===== config.mk =====
export PLATFORM = sky130hd
export DESIGN_NAME = mac_issue_ctrl
export DESIGN_NICKNAME = d
export VERILOG_FILES = /design/src/rtl/mac_vfu_pkg.sv /design/src/rtl/mac_rsp_fifo.sv /design/src/rtl/mac_issue_ctrl.sv
export SDC_FILE = /design/constraint.sdc
export NUM_CORES = 1
export LEC_CHECK = 0
export BUFFER_PORTS_ARGS = -buffer_cell sky130_fd_sc_hd__buf_4
export CORE_MARGIN = 1.5
export CORE_UTILIZATION = 52
export DETAILED_ROUTE_END_ITERATION = 6
export MAX_ROUTING_LAYER = met4
export PLACE_DENSITY = 0.8
export SYNTH_ARGS = -nofsm -noshare
export SYNTH_HDL_FRONTEND = slang
export SYNTH_HIERARCHICAL = 1
export SYNTH_SLANG_ARGS = --single-unit

===== constraint.sdc =====
create_clock -name CLK -period 6.8 [get_ports CLK]
set_input_delay 1.7 -clock CLK [delete_from_list [all_inputs] [get_ports CLK]]
set_output_delay 1.7 -clock CLK [all_outputs]
set_load 0.02 [all_outputs]

===== src/rtl/mac_vfu_pkg.sv =====
// Shared types and default constants for the MAC vector-unit issue path.
package mac_vfu_pkg;

    typedef enum logic [1:0] {
        IDLE  = 2'd0,
        RUN   = 2'd1,
        DRAIN = 2'd2
    } state_t;

    localparam int MAC_LAT_DEF   = 3;
    localparam int RSP_DEPTH_DEF = 4;
    localparam int TAG_W         = 4;

endpackage


===== src/rtl/mac_rsp_fifo.sv =====
// Response FIFO for the MAC issue controller; wrap-bit pointers, head entry read combinationally.
module mac_rsp_fifo #(
    parameter int WIDTH = 68,
    parameter int DEPTH = 4
) (
    input  logic             CLK,
    input  logic             RST,
    input  logic             push,
    input  logic [WIDTH-1:0] push_data,
    input  logic             pop,
    output logic [WIDTH-1:0] head_data,
    output logic             empty
);

    localparam int AW = $clog2(DEPTH);
    localparam logic [AW:0] PTR_ONE = (AW + 1)'(1);

    logic [AW:0]      wr_ptr;
    logic [AW:0]      rd_ptr;
    logic [WIDTH-1:0] mem [DEPTH];
    logic             full;
    logic             do_push;
    logic             do_pop;

    assign empty   = (wr_ptr == rd_ptr);
    assign full    = (wr_ptr[AW] != rd_ptr[AW]) && (wr_ptr[AW-1:0] == rd_ptr[AW-1:0]);
    assign do_pop  = pop && !empty;
    // A push into a full FIFO is only legal when the head leaves in the same cycle.
    assign do_push = push && (!full || do_pop);

    assign head_data = empty ? '0 : mem[rd_ptr[AW-1:0]];

    always_ff @(posedge CLK) begin
        if (RST) begin
            wr_ptr <= '0;
            rd_ptr <= '0;
        end else begin
            if (do_push)
                wr_ptr <= wr_ptr + PTR_ONE;
            if (do_pop)
                rd_ptr <= rd_ptr + PTR_ONE;
        end
    end

    always_ff @(posedge CLK) begin
        if (do_push)
            mem[wr_ptr[AW-1:0]] <= push_data;
    end

endmodule


===== src/rtl/mac_issue_ctrl.sv =====
// Credit-based issue controller in front of a fixed-latency MAC unit.
// Optional statistics counters are enabled by defining MAC_ISSUE_STATS_EN.
module mac_issue_ctrl
    import mac_vfu_pkg::*;
#(
    parameter int MAC_LAT   = MAC_LAT_DEF,
    parameter int RSP_DEPTH = RSP_DEPTH_DEF
) (
    input  logic             CLK,
    input  logic             RST,
    input  logic             req_valid,
    output logic             req_ready,
    input  logic [31:0]      req_m1,
    input  logic [31:0]      req_m2,
    input  logic [31:0]      req_addend,
    input  logic [TAG_W-1:0] req_tag,
    output logic [31:0]      mac_multiplicand1,
    output logic [31:0]      mac_multiplicand2,
    output logic [31:0]      mac_addend,
    output logic             mac_en,
    input  logic             mac_rdy_get,
    input  logic [63:0]      mac_result,
    input  logic             mac_rdy_result,
    output logic             rsp_valid,
    input  logic             rsp_ready,
    output logic [63:0]      rsp_data,
    output logic [TAG_W-1:0] rsp_tag,
    input  logic             flush,
    output logic             busy,
    output logic             err
`ifdef MAC_ISSUE_STATS_EN
    ,
    output logic [31:0]      stat_issued,
    output logic [31:0]      stat_completed,
    output logic [31:0]      stat_stall
`endif
);

    localparam int OW = $clog2(RSP_DEPTH) + 1;
    localparam logic [OW-1:0] DEPTH_V = OW'(RSP_DEPTH);

    state_t             state;
    state_t             state_nx;
    logic [OW-1:0]      outstanding;
    logic [OW-1:0]      credit_use;
    logic [MAC_LAT-1:0] sr_valid;
    logic [TAG_W-1:0]   sr_tag [MAC_LAT];
    logic               issue;
    logic               capture;
    logic               pop;
    logic               inflight_any;
    logic               fifo_empty;
    logic [63+TAG_W:0]  head;

    assign pop          = rsp_valid && rsp_ready;
    assign capture      = sr_valid[MAC_LAT-1];
    assign inflight_any = |sr_valid;
    // The head entry leaving this cycle frees its slot for a request issued this cycle.
    assign credit_use   = outstanding - OW'(pop);

    assign issue             = req_valid && req_ready;
    assign mac_en            = issue;
    assign mac_multiplicand1 = issue ? req_m1     : 32'd0;
    assign mac_multiplicand2 = issue ? req_m2     : 32'd0;
    assign mac_addend        = issue ? req_addend : 32'd0;

    assign rsp_valid = !fifo_empty;
    assign rsp_data  = head[TAG_W +: 64];
    assign rsp_tag   = head[TAG_W-1:0];

    always_ff @(posedge CLK) begin
        if (RST)
            state <= IDLE;
        else
            state <= state_nx;
    end

    always_comb begin
        state_nx  = state;
        req_ready = 1'b0;
        busy      = (state != IDLE);
        unique case (state)
            IDLE:    if (!flush) state_nx = RUN;
            RUN: begin
                req_ready = mac_rdy_get && (credit_use < DEPTH_V);
                if (flush) state_nx = DRAIN;
            end
            DRAIN:   if (!inflight_any && fifo_empty) state_nx = IDLE;
            default: state_nx = IDLE;
        endcase
    end

    // outstanding = results in the MAC pipe plus results waiting in the FIFO.
    always_ff @(posedge CLK) begin
        if (RST)
            outstanding <= '0;
        else
            outstanding <= outstanding + OW'(issue) - OW'(pop);
    end

    always_ff @(posedge CLK) begin
        if (RST) begin
            sr_valid <= '0;
            for (int i = 0; i < MAC_LAT; i++)
                sr_tag[i] <= '0;
        end else begin
            sr_valid[0] <= issue;
            sr_tag[0]   <= req_tag;
            for (int i = 1; i < MAC_LAT; i++) begin
                sr_valid[i] <= sr_valid[i-1];
                sr_tag[i]   <= sr_tag[i-1];
            end
        end
    end

    always_ff @(posedge CLK) begin
        if (RST)
            err <= 1'b0;
        else if (capture && !mac_rdy_result)
            err <= 1'b1;
    end

    mac_rsp_fifo #(
        .WIDTH (64 + TAG_W),
        .DEPTH (RSP_DEPTH)
    ) u_rsp_fifo (
        .CLK       (CLK),
        .RST       (RST),
        .push      (capture),
        .push_data ({mac_result, sr_tag[MAC_LAT-1]}),
        .pop       (pop),
        .head_data (head),
        .empty     (fifo_empty)
    );

`ifdef MAC_ISSUE_STATS_EN
    localparam logic [31:0] STAT_MAX = '1;

    always_ff @(posedge CLK) begin
        if (RST) begin
            stat_issued    <= '0;
            stat_completed <= '0;
            stat_stall     <= '0;
        end else begin
            if (issue && stat_issued != STAT_MAX)
                stat_issued <= stat_issued + 32'd1;
            if (pop && stat_completed != STAT_MAX)
                stat_completed <= stat_completed + 32'd1;
            if (req_valid && !req_ready && stat_stall != STAT_MAX)
                stat_stall <= stat_stall + 32'd1;
        end
    end
`else
    // Statistics build option disabled: no counters.
`endif

endmodule


==> reports/qor.yml <==
layout:
  final_nets: 1179
  area_delta_synth_final_pct: 31.2
  drive_gt1_share_pct: 46.2
  fill_cells: 1580
  fin_util_pct: 69.1
floorplanning:
  core_area_um2: 23400
  die_height_um: 157
  start_util_pct: 52.7
  row_count: 56
  die_area_um2: 24600
  pin_count: 340
  die_w_um: 157
global_routing:
  antenna_found_initial: 3
  first_global_vias: 7305
  grt_pass1_wl_um: 41000
  gr-total-overflow: 0
  grtUsageTotal_pct: 23.0
  grt_max_degree: 72
place:
  io_buffers: 339
  gp_congestion: 0.808
  dp_hpwl_um: 17900
timing:
  finalHoldViolCount: 0
  rsz0062_at_grt: "false"
  slew_violations: 0
  fmaxAchievable_mhz: 181
  min_period_over_period_pct: 81.3
  finalSetupViolCount: 0
  tightest_slew_ns: 1.10
  tns_ns: 0
  finalClockSkew_ns: 0.00936
  period_needed_ns: 5.53
  slew_headroom_pct: 26.8
run:
  maxCapViolations: 0
critical_path:
  worstPathMaxFanout: 58
  reg2regPathDepth: 11
  cpMaxStageDelayCell: "xor2_4"
  cpPeakStageDelay_ns: 0.65
  required_ns: 5.10
  endpoint_kind: "output port"
  reg2reg_to: "outstanding[2]"
  rrSetupSlack_ns: 3.31
  startpoint_type: "input port"
  critPathKind: "input port to output port"
  rr_startpoint: "u_rsp_fifo/wr_ptr[0]"
  path_cells: "buf_4 > nor2b_1 > ha_1 > ha_1 > xor2_4 > buf_12 > nor3b_1 > buf_4"
  worstPathArrival_ns: 3.83
synthesis:
  syn-num-nets: 845
  synthAdderAreaFrac_pct: 0.974
  ys_async_sr_fraction_pct: 0
  yosysSeqAreaShare_pct: 70.9
  synth.area.mux_share_pct: 13.0
  syn-cell-area_um2: 12300
  synth_top_family_by_area: "multiplexers"
  avgSynthCellArea_um2: 18.5
  synth_ff_type: "edfxtp_1"
  synth_compound_area_share_pct: 0.518
  ys_ff_latch: 301
  synth_cell_types: 38
  yosysWarnings: 6
  synth-edff-count: 272
  synth_cells: 665
  synth-simple-area-share_pct: 11.5
  synth-xor-area-share_pct: 0.751
cts:
  cts_hold_buf: 0
  cts_max_level: 1
  clockBufferDepth: 3
  clkSinkCount: 301
  cts_tree: "done"
  numCtsBuffers: 30
  clk_pin_slew_ns: 0.06
  clkLatencyLatePin_ns: 0.54
  post-cts-setup-buffers: 0
  cts_root_buf: "clkbuf_16"
  cts_resized: 0
route:
  wire_per_inst_um: 21.1
  dr.pass1.iters: 4
  ant_nets: 0
  vias: 7143
  drc: 0
  vias_per_cell: 5.31
  drt_wl_total_um: 28400
  drt_iter0_drc: 436
pwr:
  power_density_nw_per_um2: 254
  p_leak_nw: 5.82
  vdd_drop_max_mv: 0.166
min_path:
  hold_end: "sr_tag[0][9]"
  min_path_type: "register to register"
  hold_depth: 1
  hp-start: "sr_tag[0][5]"
status:
  status: "complete, no violations"
-- where the power goes --
group / leakage (nW) / switching (W) / total [W] / internal (W)
clock: 0.479 / 0.000662 / 0.00165 / 0.000984
combinational: 2.64 / 0.000243 / 0.000430 / 0.000187
sequential: 2.69 / 0.00000830 / 0.00203 / 0.00202
total: 5.82 / 0.000913 / 0.00411 / 0.00319
-- cell type report --
type	count	area (um^2)	share of cell area (%)
diodes	3	7.51	0.0464
clock buffers	36	795	4.91
clock inverters	20	208	1.28
inverters	12	45.0	0.278
multi-input cells	306	3340	20.7
flip-flops and latches	301	8760	54.1
well taps	319	399	2.47
repair buffers	348	2630	16.2
-- registers in the layout, indices dropped and copies added (netlist names), named ones only --
register / flops
u_rsp_fifo/mem: 272
sr_valid: 3
u_rsp_fifo/rd_ptr: 3
state: 2
outstanding: 3
sr_tag: 12
u_rsp_fifo/wr_ptr: 3
err: 1
-- critical path: cells and delay by family --
kind	cells	cell delay (ns)
buf+inv	3	0.57
xor+xnor	1	0.65
simple gates	2	0.40
fa+ha+maj	2	0.48
-- how the worst max path moves through the flow --
| stage | from | endpoint | cells past startpoint | slack (ns) |
|---|---|---|---|---|
| floorplan | rsp_ready | u_rsp_fifo/wr_ptr[2] | 4 | 0.48 |
| global placement | rsp_ready | mac_multiplicand2[26] | 8 | 1.34 |
| detailed placement | rsp_ready | mac_multiplicand2[29] | 8 | 1.27 |
| CTS | rsp_ready | mac_multiplicand2[29] | 8 | 1.27 |
| global route | rsp_ready | mac_multiplicand2[29] | 8 | 1.09 |
| finish | rsp_ready | mac_multiplicand2[24] | 8 | 1.27 |
-- stage by stage --
| stage | hold WS (ns) | instance area [um^2] | total power (W) | setup WS, ns | cells |
|---|---|---|---|---|---|
| after floorplan | 0.414 | 12300 | 0.00230 | 0.481 | 665 |
| after detailed placement | 0.425 | 15200 | 0.00250 | 1.27 | 1286 |
| after global placement | 0.419 | 15200 | 0.00249 | 1.34 | 1286 |
| after global routing | 0.447 | 16200 | 0.00424 | 1.09 | 1345 |
| after CTS | 0.439 | 16200 | 0.00415 | 1.27 | 1342 |
| final | 0.436 | 16200 | 0.00411 | 1.27 | 1345 |
-- logic make-up (layout without fill, tap and decap cells) --
group                      count (synthesis)  count (layout)
DFF                                      301             301
and+or+nand+nor                          207             207
muxes                                     74              74
buffers and inverters                     58             416
adders and majority gates                  9               9
AOI/OAI and AO/OA                          8               8
xor gates and xnor gates                   8               8
other                                      0               3
-- placed cells by master, fill, tap and decap left out, types with 2 or more instances in the layout --
cell type,count
a31oi_1,2
and2_4,3
buf_4,347
bufinv_16,4
clkbuf_1,5
clkbuf_16,31
clkinv_1,8
clkinv_2,3
clkinvlp_4,3
dfxtp_1,27
dfxtp_4,2
diode_2,3
edfxtp_1,272
ha_1,8
inv_1,12
mux2_2,3
mux2i_1,2
mux4_2,68
nand2_1,5
nor2_1,6
nor2b_1,87
nor3_1,2
nor3b_1,96
xnor2_1,3
xor2_1,3
-- synthesized netlist by cell type (2+ instances only) --
cell	count	area [um^2]
ha_1	8	100
edfxtp_1	272	8170
mux2i_1	2	20.0
buf_6	4	45.0
a31oi_1	2	12.5
nor2b_1	87	544
buf_4	3	22.5
and2_1	3	18.8
nor2_1	6	22.5
inv_1	12	45.0
dfxtp_1	29	581
clkbuf_1	20	75.1
mux2_2	3	33.8
nor3_1	2	10.0
mux4_2	68	1530
xnor2_1	3	26.3
buf_2	19	95.1
nor3b_1	96	721
nand2_1	5	18.8
xor2_1	3	26.3
-- layer usage --
| metal | track usage (%) | vias to the layer above | wire length (um) |
|---|---|---|---|
| met5 | - | - | 0 |
| met4 | 8.12 | 0 | 773 |
| met3 | 4.60 | 47 | 1900 |
| li1 | - | 3263 | - |
| met1 | 27.8 | 3548 | 11100 |
| met2 | 38.7 | 285 | 14600 |
(Power assumes the default switching activity.)
